==> src/rtl/regfile_pkg.sv <==
// regfile_pkg: shared defaults and address type for the multi-port register file.
package regfile_pkg;
    localparam int DATA_W_DEF   = 16;
    localparam int NUM_REGS_DEF = 8;
    typedef logic [$clog2(NUM_REGS_DEF)-1:0] reg_addr_t;
endpackage

==> src/rtl/regfile_sb.sv <==
// regfile_sb: per-register busy scoreboard; an issue-time set beats a same-edge write clear.
module regfile_sb
    import regfile_pkg::*;
#(
    parameter int NUM_REGS = NUM_REGS_DEF,
    parameter int ZERO_R0  = 1,
    localparam int AW      = $clog2(NUM_REGS)
) (
    input  logic                clk,
    input  logic                reset,
    input  logic                set_en_i,
    input  logic [AW-1:0]       set_addr_i,
    input  logic                clr0_en_i,
    input  logic [AW-1:0]       clr0_addr_i,
    input  logic                clr1_en_i,
    input  logic [AW-1:0]       clr1_addr_i,
    output logic [NUM_REGS-1:0] busy_o
);
    logic [NUM_REGS-1:0] busy_q, busy_d;

    always_comb begin
        busy_d = busy_q;
        if (clr0_en_i) busy_d[clr0_addr_i] = 1'b0;
        if (clr1_en_i) busy_d[clr1_addr_i] = 1'b0;
        if (set_en_i && !((ZERO_R0 != 0) && set_addr_i == '0)) busy_d[set_addr_i] = 1'b1;
    end

    always_ff @(posedge clk or posedge reset)
        if (reset) busy_q <= '0;
        else       busy_q <= busy_d;

    assign busy_o = busy_q;
endmodule

==> src/rtl/regfile_mp.sv <==
// regfile_mp: parametrised register file with NUM_RD read ports and two prioritised write ports.
// Define REGFILE_BYPASS_EN to forward same-cycle write data to the read ports.
module regfile_mp
    import regfile_pkg::*;
#(
    parameter int DATA_W   = DATA_W_DEF,
    parameter int NUM_REGS = NUM_REGS_DEF,
    parameter int NUM_RD   = 2,
    parameter int ZERO_R0  = 1,
    localparam int AW      = $clog2(NUM_REGS)
) (
    input  logic                     clk,
    input  logic                     reset,
    input  logic [NUM_RD*AW-1:0]     rd_addr,
    output logic [NUM_RD*DATA_W-1:0] rd_data,
    output logic [NUM_RD-1:0]        rd_busy,
    input  logic                     wr0_en,
    input  logic [AW-1:0]            wr0_addr,
    input  logic [DATA_W-1:0]        wr0_data,
    input  logic                     wr1_en,
    input  logic [AW-1:0]            wr1_addr,
    input  logic [DATA_W-1:0]        wr1_data,
    input  logic                     sb_set_en,
    input  logic [AW-1:0]            sb_set_addr,
    output logic [NUM_REGS-1:0]      busy_vec,
    output logic                     wr_conflict
);
    logic [DATA_W-1:0] regs_q [NUM_REGS];
    logic              conflict_q, conflict_d;
    logic              wr0_we, wr1_we;

    // Committed writes: R0 is read-only when zeroed, and wr1 loses to wr0 on a shared address.
    assign wr0_we     = wr0_en && !((ZERO_R0 != 0) && wr0_addr == '0);
    assign wr1_we     = wr1_en && !((ZERO_R0 != 0) && wr1_addr == '0)
                        && !(wr0_en && wr0_addr == wr1_addr);
    assign conflict_d = wr0_we && wr1_en && wr1_addr == wr0_addr;

    always_ff @(posedge clk or posedge reset)
        if (reset) begin
            for (int r = 0; r < NUM_REGS; r++) regs_q[r] <= '0;
            conflict_q <= 1'b0;
        end else begin
            if (wr1_we) regs_q[wr1_addr] <= wr1_data;
            if (wr0_we) regs_q[wr0_addr] <= wr0_data;
            conflict_q <= conflict_d;
        end

    assign wr_conflict = conflict_q;

    regfile_sb #(.NUM_REGS(NUM_REGS), .ZERO_R0(ZERO_R0)) u_sb (
        .clk         (clk),
        .reset       (reset),
        .set_en_i    (sb_set_en),
        .set_addr_i  (sb_set_addr),
        .clr0_en_i   (wr0_we),
        .clr0_addr_i (wr0_addr),
        .clr1_en_i   (wr1_we),
        .clr1_addr_i (wr1_addr),
        .busy_o      (busy_vec)
    );

    for (genvar i = 0; i < NUM_RD; i++) begin : g_rd
        logic [AW-1:0]     a;
        logic [DATA_W-1:0] d;
        logic              b, z;
        assign a = rd_addr[i*AW +: AW];
        assign z = (ZERO_R0 != 0) && a == '0;
`ifdef REGFILE_BYPASS_EN
        logic h0, h1;
        assign h0 = wr0_we && wr0_addr == a;
        assign h1 = wr1_we && wr1_addr == a;
        assign d  = h0 ? wr0_data : h1 ? wr1_data : regs_q[a];
        assign b  = (h0 || h1) ? (sb_set_en && sb_set_addr == a) : busy_vec[a];
`else
        assign d = regs_q[a];
        assign b = busy_vec[a];
`endif
        assign rd_data[i*DATA_W +: DATA_W] = z ? '0 : d;
        assign rd_busy[i]                  = !z && b;
    end
endmodule

==> config.mk <==
export PLATFORM = sky130hd
export DESIGN_NAME = regfile_mp
export DESIGN_NICKNAME = d
export VERILOG_FILES = /design/src/rtl/regfile_pkg.sv /design/src/rtl/regfile_sb.sv /design/src/rtl/regfile_mp.sv
export SDC_FILE = /design/constraint.sdc
export NUM_CORES = 1
export LEC_CHECK = 0
export ABC_AREA = 1
export CORE_ASPECT_RATIO = 0.7
export CORE_MARGIN = 5
export CORE_UTILIZATION = 40
export DETAILED_ROUTE_END_ITERATION = 16
export HOLD_SLACK_MARGIN = 0.03
export PLACE_DENSITY = 0.67
export RECOVER_POWER = 50
export SETUP_SLACK_MARGIN = 0.5
export SLEW_MARGIN = 15
export SYNTH_ARGS = -nofsm -noshare
export SYNTH_HDL_FRONTEND = slang
export SYNTH_SLANG_ARGS = --single-unit
==> constraint.sdc <==
create_clock -name clk -period 4.1 [get_ports clk]
set_input_delay 0.615 -clock clk [delete_from_list [all_inputs] [get_ports clk]]
set_output_delay 0.615 -clock clk [all_outputs]
set_load 0.01 [all_outputs]
======== Word level (Yosys, flattened, before mapping) ========
Cells that the tools add are included.
cells by class
  magnitude comparators ................... 14
  equality and inequality tests ........... 2
  multiplexer cells ....................... 29
  reduce and logical (&&, ||, !) cells .... 25
  bitwise logic cells ..................... 9
operators by type and width
  cell                                                                           number
  128-bit bitwise mux                                                            2
  128-bit 2-to-1 mux                                                             2
  16-bit 2-to-1 mux                                                              8
  16-bit binary-select mux with 3-bit select                                     2
  16-bit demux with 3-bit select                                                 2
  8-bit 2-to-1 mux                                                               3
  3-bit by 4-bit less-than comparator with 1-bit output (second input constant)  5
  8-bit AND                                                                      2
  4-bit >= comparator (second input constant)                                    4
  3-bit NOT with 4-bit output                                                    4
  8-bit NOT                                                                      2
  3-bit zero test                                                                5
  1-bit logical AND                                                              14
  1-bit demux with 3-bit select                                                  3
  3-bit by 1-bit >= comparator with 1-bit output (second input constant)         3
  4-bit by 1-bit less-than comparator with 1-bit output (second input constant)  2
  8-bit bitwise OR                                                               1
  1-bit binary-select mux with 3-bit select                                      2
  3-bit == test                                                                  2
  1-bit zero test                                                                6
  1-bit 2-to-1 mux                                                               5
storage, ports and cells
  bits in registers ....................... 137
  word-level logic and storage cells ...... 89
  output and inout bits ................... 43
  input port bits ......................... 52

======== Logic depth before layout (Yosys ltp) ========
Gate-level depths: netlist of the first run.
  depth in word-level cells ............... 11
  depth in mapped cells ................... 11
  mapped depth without buffers ............ 9

======== Cells and area by module ========
A second synthesis of the first run with hierarchy kept.
second synthesis, totals
  cell total of the unflattened synthesis .. 1,659
  area total of the unflattened synthesis .. 10,146.0 um^2
modules (own cells, without submodules)
  module      cells an instance  instances  area each (um^2)  seq. area each (um^2)
  regfile_mp  1,593              1          9,668.0           3,228.1
  regfile_sb  66                 1          478.0             200.2

======== Least setup slack after synthesis of the first run ========
No wires, ideal clock.
  kind .................................... input port to output port
  start ................................... input rd_addr[4]
  end ..................................... output rd_data[21]
  data arrival time ....................... 1,624 ps
  setup slack ............................. 1,861 ps
  buffers on the path ..................... 2
  data required time ...................... 3,485 ps
  cell stages on the path ................. 6
  path through ............................ buf_2 clkinv_1 nand3_1 clkbuf_1 o21ai_0 nor2_1
on the way
  longest elaborated chain between the ends .. 5
  elaborated cells on any way between the ends .. 6
  classes of those cells .................. mux: 4; bitwise: 1; reduce/logical: 1
ends and longest elaborated chain
  what                                                   RTL line          text
  from (decl)                                            regfile_mp.sv:14  input logic [NUM_RD*AW-1:0] rd_addr,
  3-bit NOT with 4-bit output (not written as such)      regfile_mp.sv:75  assign d = regs_q[a];
  16-bit binary-select mux with 3-bit select             regfile_mp.sv:75
  16-bit 2-to-1 mux (not written as such) (2 in series)  regfile_mp.sv:75
  16-bit 2-to-1 mux *                                    regfile_mp.sv:78  assign rd_data[i*DATA_W +: DATA_W] = z ? '0 : d;
  to (decl)                                              regfile_mp.sv:15  output logic [NUM_RD*DATA_W-1:0] rd_data,
Every way passes the cells marked *; elsewhere a longest branch is shown, timed or not. The select of a mux whose other input is x is not followed.

======== Worst setup path after layout of the first run ========
  start ................................... input rd_addr[0]
  end ..................................... output rd_data[5]
Same word-level chain as after synthesis.

==> flow_summary.html, run 1 <==
<table>
<tr><th>Metric</th><th>Value</th></tr>
<tr><th colspan="2">Die</th></tr>
<tr><td>Total Die Area</td><td>a little under 30,000 um2</td></tr>
<tr><td>Placeable core region</td><td>between 20,000 and 25,000 um2</td></tr>
<tr><td>Die boundary width</td><td>200.9 um</td></tr>
<tr><td>Initial core utilization</td><td>0.4104</td></tr>
<tr><td>Top-level I/O count</td><td>between 90 and 100</td></tr>
<tr><td>Die outline height</td><td>approximately 140 um</td></tr>
<tr><td>Standard-cell rows</td><td>48</td></tr>
<tr><th colspan="2">Clock network</th></tr>
<tr><td>H-tree levels</td><td>4</td></tr>
<tr><td>Post-CTS setup-driven buffer insertion count</td><td>0</td></tr>
<tr><td>Number of buffers inserted during clock tree synthesis</td><td>17</td></tr>
<tr><td>Number of buffers on the longest clock path</td><td>2</td></tr>
<tr><td>CTS clock-pin slew for the worst setup and hold paths</td><td>around 0.060 ns</td></tr>
<tr><td>Clk_lat worst skew</td><td>approximately 0.43 ns</td></tr>
<tr><td>Root buffer cell</td><td>clkbuf_16</td></tr>
<tr><td>Hold bufs inserted after CTS</td><td>0</td></tr>
<tr><td>Total clock sinks</td><td>approximately 140</td></tr>
<tr><td>CTS resizes</td><td>0</td></tr>
<tr><td>TritonCTS clock tree</td><td>yes</td></tr>
<tr><th colspan="2">Pwr</th></tr>
<tr><td>Total chip power</td><td>just under 5 mW</td></tr>
<tr><td>Power Density</td><td>420.4 nW/um2</td></tr>
<tr><td>Static Leak</td><td>5.720 nW</td></tr>
<tr><td>Worst IR Drop VDD</td><td>0.0002442 V</td></tr>
<tr><th colspan="2">Routing</th></tr>
<tr><td>Post-detailed-route via-to-cell ratio</td><td>5.599</td></tr>
<tr><td>DRT Pass-1 Iters</td><td>6</td></tr>
<tr><td>DRC marker count from the first detailed-route iteration</td><td>1,707</td></tr>
<tr><td>Detailed-route wire length</td><td>roughly 42,000 um</td></tr>
<tr><td>Remaining design rule violation count</td><td>0</td></tr>
<tr><td>Detail-routed net length per standard cell</td><td>roughly 21 um</td></tr>
<tr><td>DRT antenna net count</td><td>0</td></tr>
<tr><td>Total vias in the final route</td><td>11,080</td></tr>
<tr><th colspan="2">Setup path</th></tr>
<tr><td>Depth of the worst register-to-register path</td><td>2</td></tr>
<tr><td>Crit Path Category</td><td>in2out</td></tr>
<tr><td>Arr. time, crit path</td><td>2.79 ns</td></tr>
<tr><td>Reg-to-Reg End</td><td>u_sb.busy_o[2]</td></tr>
<tr><td>Maximum fanout along the worst path</td><td>36</td></tr>
<tr><td>Flop2flop setup slack</td><td>roughly 3.1 ns</td></tr>
<tr><td>Required @ worst endpoint</td><td>3.48 ns</td></tr>
<tr><td>CP endpoint kind</td><td>primary output</td></tr>
<tr><td>RR Startpoint</td><td>u_sb.busy_o[2]</td></tr>
<tr><td>Startpoint types</td><td>primary input</td></tr>
<tr><th colspan="2">Timing</th></tr>
<tr><td>Setup violations, final</td><td>0</td></tr>
<tr><td>Clock tree skew after final layout</td><td>0 ns</td></tr>
<tr><td>Final count of pins violating max slew</td><td>38</td></tr>
<tr><td>Fin crit period</td><td>3.404 ns</td></tr>
<tr><td>Setup TNS</td><td>0 ns</td></tr>
<tr><td>Final Hold Fails</td><td>0</td></tr>
<tr><td>Worst hold-check slack</td><td>between 0.4 and 0.5 ns</td></tr>
<tr><td>Setup repair after global routing missed its margin</td><td>false</td></tr>
<tr><td>Slew @ Worst Pin</td><td>approximately 2.1 ns</td></tr>
<tr><td>Slew HR</td><td>-0.3944</td></tr>
<tr><td>Maximum frequency from static timing analysis</td><td>between 200 and 300 MHz</td></tr>
<tr><td>Share of the clock period used by the worst path after layout</td><td>0.8302</td></tr>
<tr><th colspan="2">Finish</th></tr>
<tr><td>Total number of nets in the final design</td><td>1,693</td></tr>
<tr><td>Proportion of layout cells with a drive suffix above 1</td><td>0.09613</td></tr>
<tr><td>Final core utilization</td><td>0.4740</td></tr>
<tr><td>Final Instance Area</td><td>about 12,000 um2</td></tr>
<tr><td>Area Overhead vs Synth</td><td>15.50%</td></tr>
<tr><td>Most used cells in the layout excluding fill and tap cells</td><td>330 x nor2_1, 241 x nand2_1, 232 x o21ai_0</td></tr>
<tr><td>Commonest non-fill, non-tap cell in the layout</td><td>nor2_1</td></tr>
<tr><td>ANT cells</td><td>0</td></tr>
<tr><td>Layout filler cell count</td><td>between 2,000 and 3,000</td></tr>
<tr><th colspan="2">Outcome</th></tr>
<tr><td>Failing checks</td><td>capacitance limit, slew limit</td></tr>
<tr><td>Status</td><td>finished with violations</td></tr>
<tr><th colspan="2">Global routing</th></tr>
<tr><td>Global routing usage on met2</td><td>0.3585</td></tr>
<tr><td>Met1 global-route usage</td><td>0.4479</td></tr>
<tr><td>All-layer global routing usage</td><td>0.2870</td></tr>
<tr><td>M3 GR Usage</td><td>0.1227</td></tr>
<tr><td>Wire length of the first global-routing pass</td><td>62,790 um</td></tr>
<tr><td>Most Used Layer, Global Route</td><td>met1</td></tr>
<tr><td>Remaining global-route overflow</td><td>0</td></tr>
<tr><td>Maximum number of pins on one net before global-route repair</td><td>70</td></tr>
<tr><td>Number of antenna violations at the first check in global routing</td><td>0</td></tr>
<tr><td>Vias in the first global route</td><td>9,593</td></tr>
<tr><th colspan="2">Synth</th></tr>
<tr><td>Sequential area share after synthesis</td><td>0.3360</td></tr>
<tr><td>Average cell area after synthesis</td><td>approximately 6.3 um2</td></tr>
<tr><td>Count of different cell masters after synthesis</td><td>22</td></tr>
<tr><td>Warnings, synthesis</td><td>0</td></tr>
<tr><td>Number of instances in the synthesized netlist</td><td>1,621</td></tr>
<tr><td>Netlist area before placement</td><td>around 10,000 um2</td></tr>
<tr><td>Count of state elements after synthesis</td><td>137</td></tr>
<tr><td>Synth Net Count</td><td>approximately 1,700</td></tr>
<tr><th colspan="2">Placed design</th></tr>
<tr><td>Number of buffers inserted by port buffering</td><td>94</td></tr>
<tr><td>HPWL reported at the end of detailed placement</td><td>28,740 um</td></tr>
<tr><td>Final weighted congestion of routability-driven global placement</td><td>a little under 1</td></tr>
<tr><td>Dpl cell area</td><td>11,210 um2</td></tr>
<tr><th colspan="2">Worst hold path</th></tr>
<tr><td>Hold path startpoint</td><td>regs_q[125]</td></tr>
<tr><td>Kind of path behind the tightest hold check</td><td>reg2reg</td></tr>
<tr><td>Count of cells along the worst hold path</td><td>0</td></tr>
<tr><td>Worst min-delay path endpoint</td><td>regs_q[125]</td></tr>
<tr><th colspan="2">Flow run</th></tr>
<tr><td>Number of maximum-capacitance violations</td><td>1</td></tr>
</table>
==> critical path: stages <==
cell and delay, ns:
buf_2 0.48, buf_4 0.41, o21ai_0 0.14, o21ai_1 0.13, o21ai_0 0.10, nor2_1 0.28
clkdlybuf4s50_1 0.62
==> registers in the layout, summed over array words and instances (netlist names) <==
register / count
regs_q: 128
u_sb.busy_o: 8
wr_conflict: 1
==> metal layers <==
layer	routed length (um)	up-vias
li1	-	5197
met1	19260	5159
met2	15680	681
met3	6664	43
met4	564	0
met5	0	-
==> power by group <==
part	internal [mW]	switching, mW	total, mW
sequential	1.62	0.408	2.03
combinational	0.536	0.806	1.34
clock	0.918	0.663	1.58
total	3.08	1.88	4.95
==> metrics by stage <==
stage | setup WS [ns] | std cells
2_1_floorplan | 1.778 | 1621
3_3_place_gp | 0.6914 | 1947
3_5_place_dp | 0.6279 | 1947
4_1_cts | 0.6289 | 1979
5_1_grt | 0.5650 | 1979
6_report | 0.6961 | 1979
==> cells by family (layout without fill, tap and decap cells) <==
| group | after synthesis | in the layout | share of synthesized area |
|---|---|---|---|
| buffers and inverters | 309 | 342 | 0.1290 |
| DFF | 137 | 137 | 0.3360 |
| and+or+nand+nor | 750 | 750 | 0.3129 |
| AOI/OAI and AO/OA | 425 | 425 | 0.2221 |
==> layout make-up <==
| class | instances | area (um2) | share of cell area |
|---|---|---|---|
| sequential | 137 | 3428 | 0.2909 |
| clock buffer | 23 | 498.0 | 0.04225 |
| clock inverter | 9 | 88.84 | 0.007538 |
| tap | 325 | 406.6 | 0.03450 |
| inverter | 181 | 680.7 | 0.05776 |
| timing repair buffer | 129 | 1206 | 0.1023 |
| multi-input combinational | 1175 | 5477 | 0.4647 |
==> cells in the mapped netlist, drive strengths merged <==
cell type,count,area [um2]
dfrtp,137,3428
a21oi,181,1045
nor3,2,10.01
o21ai,244,1221
buf,43,317.8
nand3,131,655.6
clkinv,3,11.26
clkbuf,85,319.1
nand4,1,6.260
nand2,278,1136
inv,178,668.1
nand3b,7,140.1
nor2,331,1245
==> worst max-delay path by stage <==
stage / startpoint / endpoint / slack (ns) / cells after the start
after global placement: rd_addr[0] / rd_data[6] / 0.69 / 6
after floorplan: reset / regs_q[0] / 1.78 / 1
final: rd_addr[0] / rd_data[5] / 0.70 / 7
after global routing: rd_addr[0] / rd_data[5] / 0.57 / 7
after CTS: rd_addr[0] / rd_data[5] / 0.63 / 6
after detailed placement: rd_addr[0] / rd_data[5] / 0.63 / 6
Note: power is estimated with default switching activity, not from simulation.
==> inputs of run 2 (changes only) <==
- clock period: 4.1 -> 3 ns (I/O delays scaled with it)
==> run 2 against run 1 <==
  * The run now ends clean
  * Count of clock-buffer cells in the layout decreased by 3
  * Total power rose by 37%
  * Non-clock buffer count rose by 23
  * First-iteration DRC count increased by 2.1%
  * Critical endpoint is now rd_data[0]
==> flow_summary.html, run 2 (same netlist as run 1, synthesis figures left out) <==
<table>
<tr><th>Metric</th><th>Value</th></tr>
<tr><th colspan="2">Outcome</th></tr>
<tr><td>Status</td><td>completed</td></tr>
<tr><th colspan="2">Global routing</th></tr>
<tr><td>Maximum number of pins on one net before global-route repair</td><td>69 (-1.4%)</td></tr>
<tr><td>All-layer global routing usage</td><td>0.2943 (+0.007356)</td></tr>
<tr><td>Number of antenna violations at the first check in global routing</td><td>1 (+1)</td></tr>
<tr><td>Vias in the first global route</td><td>9,967 (+3.9%)</td></tr>
<tr><td>Wire length of the first global-routing pass</td><td>64,390 um (+2.5%)</td></tr>
<tr><td>Remaining global-route overflow</td><td>0 (unchanged)</td></tr>
<tr><th colspan="2">Setup path</th></tr>
<tr><td>Maximum fanout along the worst path</td><td>3 (-92%)</td></tr>
<tr><td>Arr. time, crit path</td><td>1.95 ns (-0.84 ns)</td></tr>
<tr><td>Reg-to-Reg End</td><td>u_sb.busy_o[5]</td></tr>
<tr><td>Startpoint types</td><td>flip-flop</td></tr>
<tr><td>Flop2flop setup slack</td><td>2.07 ns (-1.07 ns)</td></tr>
<tr><td>Last element of the critical path</td><td>rd_data[0]</td></tr>
<tr><td>Depth of the worst register-to-register path</td><td>3 (+1)</td></tr>
<tr><td>RR Startpoint</td><td>u_sb.busy_o[5]</td></tr>
<tr><td>Crit Path Category</td><td>reg2out</td></tr>
<tr><td>Required @ worst endpoint</td><td>2.55 ns (-0.93 ns)</td></tr>
<tr><td>CP endpoint kind</td><td>primary output</td></tr>
<tr><td>Start point of the critical path</td><td>regs_q[48]</td></tr>
<tr><th colspan="2">Timing</th></tr>
<tr><td>Setup violations, final</td><td>0 (unchanged)</td></tr>
<tr><td>Final Hold Fails</td><td>0 (unchanged)</td></tr>
<tr><td>Slew HR</td><td>0.03819 (+0.4326)</td></tr>
<tr><td>Slew @ Worst Pin</td><td>1.435 ns (-0.6453 ns)</td></tr>
<tr><td>Setup TNS</td><td>0 ns (unchanged)</td></tr>
<tr><td>Maximum frequency from static timing analysis</td><td>416.5 MHz</td></tr>
<tr><td>Setup repair after global routing missed its margin</td><td>false</td></tr>
<tr><td>Final count of pins violating max slew</td><td>0 (-100%)</td></tr>
<tr><td>Share of the clock period used by the worst path after layout</td><td>0.8004</td></tr>
<tr><td>Fin crit period</td><td>about 2.4 ns</td></tr>
<tr><td>Clock tree skew after final layout</td><td>0 ns (unchanged)</td></tr>
<tr><th colspan="2">Flow run</th></tr>
<tr><td>Number of maximum-capacitance violations</td><td>0 (-1)</td></tr>
<tr><th colspan="2">Routing</th></tr>
<tr><td>DRT antenna net count</td><td>0 (unchanged)</td></tr>
<tr><td>Remaining design rule violation count</td><td>0 (unchanged)</td></tr>
<tr><td>Post-detailed-route via-to-cell ratio</td><td>5.615 (+0.30%)</td></tr>
<tr><td>DRT Pass-1 Iters</td><td>6 (unchanged)</td></tr>
<tr><td>Detail-routed net length per standard cell</td><td>21.36 um (+0.24%)</td></tr>
<tr><td>Total vias in the final route</td><td>11,240 (+1.5%)</td></tr>
<tr><td>Detailed-route wire length</td><td>42,760 um (+1.4%)</td></tr>
<tr><td>DRC marker count from the first detailed-route iteration</td><td>1,742 (+2.1%)</td></tr>
<tr><th colspan="2">Clock network</th></tr>
<tr><td>Number of buffers on the longest clock path</td><td>2 (unchanged)</td></tr>
<tr><td>H-tree levels</td><td>4 (unchanged)</td></tr>
<tr><td>Total clock sinks</td><td>137 (unchanged)</td></tr>
<tr><td>TritonCTS clock tree</td><td>yes</td></tr>
<tr><td>Root buffer cell</td><td>clkbuf_16</td></tr>
<tr><td>Clk_lat worst skew</td><td>0.44 ns (about the same)</td></tr>
<tr><td>Hold bufs inserted after CTS</td><td>0 (unchanged)</td></tr>
<tr><td>CTS clock-pin slew for the worst setup and hold paths</td><td>0.07 ns (about the same)</td></tr>
<tr><td>Number of buffers inserted during clock tree synthesis</td><td>17 (unchanged)</td></tr>
<tr><th colspan="2">Pwr</th></tr>
<tr><td>Power Density</td><td>561.6 nW/um2 (+34%)</td></tr>
<tr><td>Static Leak</td><td>6.052 nW (+5.8%)</td></tr>
<tr><td>Worst IR Drop VDD</td><td>0.0003223 V (+32%)</td></tr>
<tr><th colspan="2">Worst hold path</th></tr>
<tr><td>Count of cells along the worst hold path</td><td>0 (unchanged)</td></tr>
<tr><td>Kind of path behind the tightest hold check</td><td>reg2reg</td></tr>
<tr><th colspan="2">Die</th></tr>
<tr><td>Die boundary width</td><td>200.9 um (unchanged)</td></tr>
<tr><td>Total Die Area</td><td>28,850 um2 (unchanged)</td></tr>
<tr><td>Standard-cell rows</td><td>48 (unchanged)</td></tr>
<tr><td>Initial core utilization</td><td>0.4104 (unchanged)</td></tr>
<tr><td>Placeable core region</td><td>24,860 um2 (unchanged)</td></tr>
<tr><td>Die outline height</td><td>143.6 um (unchanged)</td></tr>
<tr><td>Top-level I/O count</td><td>95 (unchanged)</td></tr>
<tr><th colspan="2">Finish</th></tr>
<tr><td>Number of flip-flops in the largest register</td><td>128 (unchanged)</td></tr>
<tr><td>Most used cells in the layout excluding fill and tap cells</td><td>330 x nor2_1, 241 x nand2_1, 225 x o21ai_0</td></tr>
<tr><td>Total number of nets in the final design</td><td>1,716 (+1.4%)</td></tr>
<tr><td>Most flop-heavy register</td><td>regs_q</td></tr>
<tr><td>Commonest non-fill, non-tap cell in the layout</td><td>nor2_1</td></tr>
<tr><td>Final Instance Area</td><td>12,130 um2 (+2.9%)</td></tr>
<tr><td>Area Overhead vs Synth</td><td>18.85%</td></tr>
<tr><td>Proportion of layout cells with a drive suffix above 1</td><td>0.1091 (+0.01299)</td></tr>
<tr><td>ANT cells</td><td>0 (unchanged)</td></tr>
<tr><td>Layout filler cell count</td><td>2,547 (-1.3%)</td></tr>
<tr><th colspan="2">Placed design</th></tr>
<tr><td>Final weighted congestion of routability-driven global placement</td><td>0.9443 (-4.3%)</td></tr>
<tr><td>HPWL reported at the end of detailed placement</td><td>29,170 um (+1.5%)</td></tr>
<tr><td>Number of buffers inserted by port buffering</td><td>94 (unchanged)</td></tr>
<tr><td>Dpl cell area</td><td>11,470 um2 (+2.3%)</td></tr>
</table>
[run 2: cell types whose count changed in the layout (fill, tap and decap cells not counted), moves of 4 or more]
cell,change
dlygate4sd2_1,+20
buf_12,+10
o21ai_1,+5
dlymetal6s2s_1,+14
buf_4,+6
clkdlybuf4s50_1,-31
clkbuf_8,-4
clkbuf_1,+4
o21ai_0,-7
[run 2: how the worst min path moves through the flow]
| stage | startpoint | end | slack, ns |
|---|---|---|---|
| after global placement | regs_q[124] | regs_q[124] | 0.39 |
| after CTS | regs_q[117] | regs_q[117] | 0.40 |
| final | regs_q[122] | regs_q[122] | 0.40 |
| after global routing | regs_q[117] | regs_q[117] | 0.42 |
| after detailed placement | regs_q[122] | regs_q[122] | 0.39 |
| after floorplan | regs_q[112] | regs_q[112] | 0.45 |
[run 2: final cells by class]
cell class,instances,area [um2],share of cell area
sequential,137,3431,0.2829
tap,325,406.6,0.03353
multi-input combinational,1175,5479,0.4518
clock inverter,12,141.4,0.01166
clock buffer,20,446.7,0.03683
timing repair buffer,152,1539,0.1269
inverter,181,683.2,0.05634
[run 2: where the power goes]
part	switching, mW	internal [mW]	total (mW)
clock network	0.933	1.26	2.19
registers	0.535	2.22	2.75
logic	1.12	0.741	1.86
total	2.59	4.22	6.81
[run 2: repair_timing]
item | 4_1_cts | 5_1_grt
cloned | 1 | 0
pin swaps | 2 | 0
endpoints found under the setup margin | 33 | 14
buffers inserted | 0 | 3
gates resized for setup | 39 | 17
[run 2: routing by layer]
layer / track usage / vias up / routed length, um
li1: - / 5239 / -
met1: 0.4613 / 5159 / 19160
met2: 0.3829 / 784 / 16070
met3: 0.09542 / 58 / 6713
met4: 0.07021 / 2 / 797
met5: 0 / - / 13
[run 2: worst max-delay path: stages, from the launching register on]
cell	delay [ns]
dfrtp_1	0.47
o21ai_0	0.34
o21ai_1	0.17
o21ai_0	0.20
nor2_1	0.05
dlygate4sd2_1	0.28
[run 2: through the flow]
| stage | setup slack, ns | power [mW] | hold slack, ns | utilization | std cells |
|---|---|---|---|---|---|
| after floorplan | 0.8429 | 3.604 | 0.4508 | - | 1621 |
| after global placement | 0.2832 | 4.516 | 0.3874 | 0.4612 | 1966 |
| after detailed placement | 0.2527 | 4.555 | 0.3887 | 0.4612 | 1966 |
| after CTS | 0.4494 | 6.711 | 0.4035 | 0.4870 | 1999 |
| after global routing | 0.3516 | 7.070 | 0.4158 | 0.4877 | 2002 |
| final | 0.5989 | 6.810 | 0.4019 | 0.4877 | 2002 |
==> inputs of run 3 (changes only) <==
- PLACE_DENSITY: 0.67 -> 0.65
- clock period: 3 -> 2.4 ns (I/O delays scaled with it)
==> run 3 against run 2 <==
  * Via count increased by 2.2%
  * Highest routed layer unchanged
  * Largest power group unchanged
  * Non-clock buffer count increased by 49
  * Cell area increased by 6.3%
  * Die area unchanged
  * Worst hold slack got worse by 0.0013 ns
  * Clock power increased by 33%
  * Clock skew unchanged
  * Critical path type is now in2reg
  * Sequential power increased by 25%
==> flow_summary.html, run 3 (same netlist as run 1, synthesis figures left out) <==
<table>
<tr><th>Metric</th><th>Value</th></tr>
<tr><th colspan="2">Outcome</th></tr>
<tr><td>Status</td><td>completed</td></tr>
<tr><th colspan="2">Finish</th></tr>
<tr><td>Total number of nets in the final design</td><td>1,765 (+2.9%)</td></tr>
<tr><td>Final core utilization</td><td>0.5183 (+0.03060)</td></tr>
<tr><td>Proportion of layout cells with a drive suffix above 1</td><td>0.2128 (+0.1036)</td></tr>
<tr><td>Most used cells in the layout excluding fill and tap cells</td><td>324 x nor2_1, 241 x nand2_1, 152 x inv_1</td></tr>
<tr><td>Commonest non-fill, non-tap cell in the layout</td><td>nor2_1</td></tr>
<tr><td>Number of flip-flops in the largest register</td><td>128 (unchanged)</td></tr>
<tr><td>Layout filler cell count</td><td>2,477 (-2.7%)</td></tr>
<tr><td>Area Overhead vs Synth</td><td>26.30%</td></tr>
<tr><td>Most flop-heavy register</td><td>regs_q</td></tr>
<tr><th colspan="2">Die</th></tr>
<tr><td>Top-level I/O count</td><td>95 (unchanged)</td></tr>
<tr><td>Initial core utilization</td><td>0.4104 (unchanged)</td></tr>
<tr><td>Placeable core region</td><td>24,860 um2 (unchanged)</td></tr>
<tr><td>Die outline height</td><td>143.6 um (unchanged)</td></tr>
<tr><td>Total Die Area</td><td>28,850 um2 (unchanged)</td></tr>
<tr><td>Die boundary width</td><td>200.9 um (unchanged)</td></tr>
<tr><td>Standard-cell rows</td><td>48 (unchanged)</td></tr>
<tr><th colspan="2">Routing</th></tr>
<tr><td>DRC marker count from the first detailed-route iteration</td><td>1,651 (-5.2%)</td></tr>
<tr><td>DRT antenna net count</td><td>0 (unchanged)</td></tr>
<tr><td>Detailed-route wire length</td><td>42,730 um (about the same)</td></tr>
<tr><td>Total vias in the final route</td><td>11,490 (+2.2%)</td></tr>
<tr><td>Post-detailed-route via-to-cell ratio</td><td>5.601 (-0.25%)</td></tr>
<tr><td>Detail-routed net length per standard cell</td><td>20.83 um (-2.5%)</td></tr>
<tr><td>Remaining design rule violation count</td><td>0 (unchanged)</td></tr>
<tr><td>DRT Pass-1 Iters</td><td>6 (unchanged)</td></tr>
<tr><th colspan="2">Worst hold path</th></tr>
<tr><td>Kind of path behind the tightest hold check</td><td>reg2reg</td></tr>
<tr><td>Hold path startpoint</td><td>regs_q[112]</td></tr>
<tr><td>Count of cells along the worst hold path</td><td>0 (unchanged)</td></tr>
<tr><td>Worst min-delay path endpoint</td><td>regs_q[112]</td></tr>
<tr><th colspan="2">Pwr</th></tr>
<tr><td>Static Leak</td><td>6.250 nW (+3.3%)</td></tr>
<tr><td>Power Density</td><td>699.6 nW/um2 (+25%)</td></tr>
<tr><td>Total chip power</td><td>9.016 mW (+32%)</td></tr>
<tr><td>Worst IR Drop VDD</td><td>0.0004385 V (+36%)</td></tr>
<tr><th colspan="2">Clock network</th></tr>
<tr><td>Clk_lat worst skew</td><td>0.43 ns (about the same)</td></tr>
<tr><td>H-tree levels</td><td>4 (unchanged)</td></tr>
<tr><td>CTS clock-pin slew for the worst setup and hold paths</td><td>0.06 ns (about the same)</td></tr>
<tr><td>Number of buffers on the longest clock path</td><td>2 (unchanged)</td></tr>
<tr><td>Total clock sinks</td><td>137 (unchanged)</td></tr>
<tr><td>Root buffer cell</td><td>clkbuf_16</td></tr>
<tr><td>Number of buffers inserted during clock tree synthesis</td><td>17 (unchanged)</td></tr>
<tr><td>TritonCTS clock tree</td><td>yes</td></tr>
<tr><td>Hold bufs inserted after CTS</td><td>0 (unchanged)</td></tr>
<tr><th colspan="2">Global routing</th></tr>
<tr><td>All-layer global routing usage</td><td>0.2900 (-0.004287)</td></tr>
<tr><td>Vias in the first global route</td><td>10,190 (+2.2%)</td></tr>
<tr><td>Maximum number of pins on one net before global-route repair</td><td>83 (+20%)</td></tr>
<tr><td>Wire length of the first global-routing pass</td><td>63,820 um (-0.89%)</td></tr>
<tr><td>Number of antenna violations at the first check in global routing</td><td>1 (unchanged)</td></tr>
<tr><td>Remaining global-route overflow</td><td>0 (unchanged)</td></tr>
<tr><th colspan="2">Timing</th></tr>
<tr><td>Worst Slack Setup Final</td><td>0.3495 ns (-0.2494 ns)</td></tr>
<tr><td>Worst hold-check slack</td><td>0.4006 ns (-0.001338 ns)</td></tr>
<tr><td>Final count of pins violating max slew</td><td>0 (unchanged)</td></tr>
<tr><td>Fin crit period</td><td>2.050 ns</td></tr>
<tr><td>Slew @ Worst Pin</td><td>0.6389 ns (-0.7959 ns)</td></tr>
<tr><td>Setup violations, final</td><td>0 (unchanged)</td></tr>
<tr><td>Clock tree skew after final layout</td><td>0 ns (unchanged)</td></tr>
<tr><td>Slew HR</td><td>0.5717 (+0.5335)</td></tr>
<tr><td>Maximum frequency from static timing analysis</td><td>roughly 490 MHz</td></tr>
<tr><td>Share of the clock period used by the worst path after layout</td><td>0.8544</td></tr>
<tr><td>Final Hold Fails</td><td>0 (unchanged)</td></tr>
<tr><td>Setup repair after global routing missed its margin</td><td>true</td></tr>
<tr><td>Setup TNS</td><td>0 ns (unchanged)</td></tr>
<tr><th colspan="2">Setup path</th></tr>
<tr><td>Depth of the worst register-to-register path</td><td>4 (+1)</td></tr>
<tr><td>RR Startpoint</td><td>u_sb.busy_o[6]</td></tr>
<tr><td>Maximum fanout along the worst path</td><td>16 (+13)</td></tr>
<tr><td>Required @ worst endpoint</td><td>2.76 ns (+0.21 ns)</td></tr>
<tr><td>Crit Path Category</td><td>in2reg</td></tr>
<tr><td>Reg-to-Reg End</td><td>u_sb.busy_o[6]</td></tr>
<tr><td>CP endpoint kind</td><td>flip-flop</td></tr>
<tr><td>Flop2flop setup slack</td><td>1.40 ns (-0.67 ns)</td></tr>
<tr><td>Arr. time, crit path</td><td>2.41 ns (+0.46 ns)</td></tr>
<tr><td>Startpoint types</td><td>primary input</td></tr>
<tr><th colspan="2">Placed design</th></tr>
<tr><td>HPWL reported at the end of detailed placement</td><td>28,970 um (-0.69%)</td></tr>
<tr><td>Worst setup slack before clock tree synthesis</td><td>-0.03772 ns (-0.2904 ns)</td></tr>
<tr><td>Number of buffers inserted by port buffering</td><td>94 (unchanged)</td></tr>
<tr><td>Final weighted congestion of routability-driven global placement</td><td>0.9494 (+0.54%)</td></tr>
<tr><th colspan="2">Flow run</th></tr>
<tr><td>Number of maximum-capacitance violations</td><td>0 (unchanged)</td></tr>
</table>
[run 3: cell types whose count changed in the layout (fill, tap and decap cells not counted), sizes merged, moves of 2 or more]
cell	previous run	this run
buf	57	140
dlygate4sd2	20	2
dlymetal6s2s	14	0
clkdlybuf4s50	54	50
bufinv	2	4
clkbuf	24	22
diode	0	2
[run 3: critical path, cell delays in order]
cell and delay [ns]:
dlygate4sd3_1 0.63, inv_1 0.10, nand2_1 0.07, nand2_1 0.10, nor2_4 0.17, nand2_8 0.15, nand3b_1 0.40, buf_4 0.22
nand2_1 0.06, a21oi_1 0.14
[run 3: layout make-up]
cell class              count  area (um2)  share of cell area
diodes                      2       5.005           0.0003883
clock buffers              19       452.9             0.03515
clock inverters            12       188.9             0.01466
inverters                 181       688.2             0.05340
multi-input cells        1175        5731              0.4447
flip-flops and latches    137        3450              0.2677
well taps                 325       406.6             0.03155
repair buffers            201        1966              0.1525
[run 3: worst max path at each step]
stage,cells past startpoint,slack (ns),endpoint,startpoint
3_5_place_dp,8,-0.04,rd_data[22],rd_addr[3]
3_3_place_gp,8,-0.07,rd_data[22],rd_addr[3]
6_report,10,0.35,regs_q[1],wr0_addr[2]
5_1_grt,10,0.17,regs_q[0],wr0_addr[2]
4_1_cts,7,0.39,rd_data[18],regs_q[34]
2_1_floorplan,1,0.33,regs_q[0],reset
[run 3: layer usage]
layer | vias to the layer above | part of all wire | track usage
met5 | - | 0.00030 | 0
met4 | 2 | 0.016 | 0.06732
met3 | 57 | 0.17 | 0.1342
met2 | 706 | 0.38 | 0.3827
met1 | 5355 | 0.44 | 0.4259
li1 | 5374 | - | -
[run 3: what timing repair did]
| action | in CTS | in global routing |
|---|---|---|
| resized for setup | 292 | 99 |
| pin swaps | 40 | 53 |
| setup buffers | 16 | 10 |
| cloned | 3 | 2 |
| endpoints found under the setup margin | 34 | 103 |
[run 3: where the power goes]
group	internal, mW	switching [mW]
sequential	2.79	0.653
clock	1.81	1.12
combinational	1.10	1.55
total	5.69	3.32
[run 3: per-stage QoR]
step / instance area, um2 / std cells
after CTS: 12580 / 2038
after detailed placement: 11740 / 1988
after floorplan: 10210 / 1621
after global placement: 11740 / 1988
final: 12890 / 2052
after global routing: 12880 / 2050
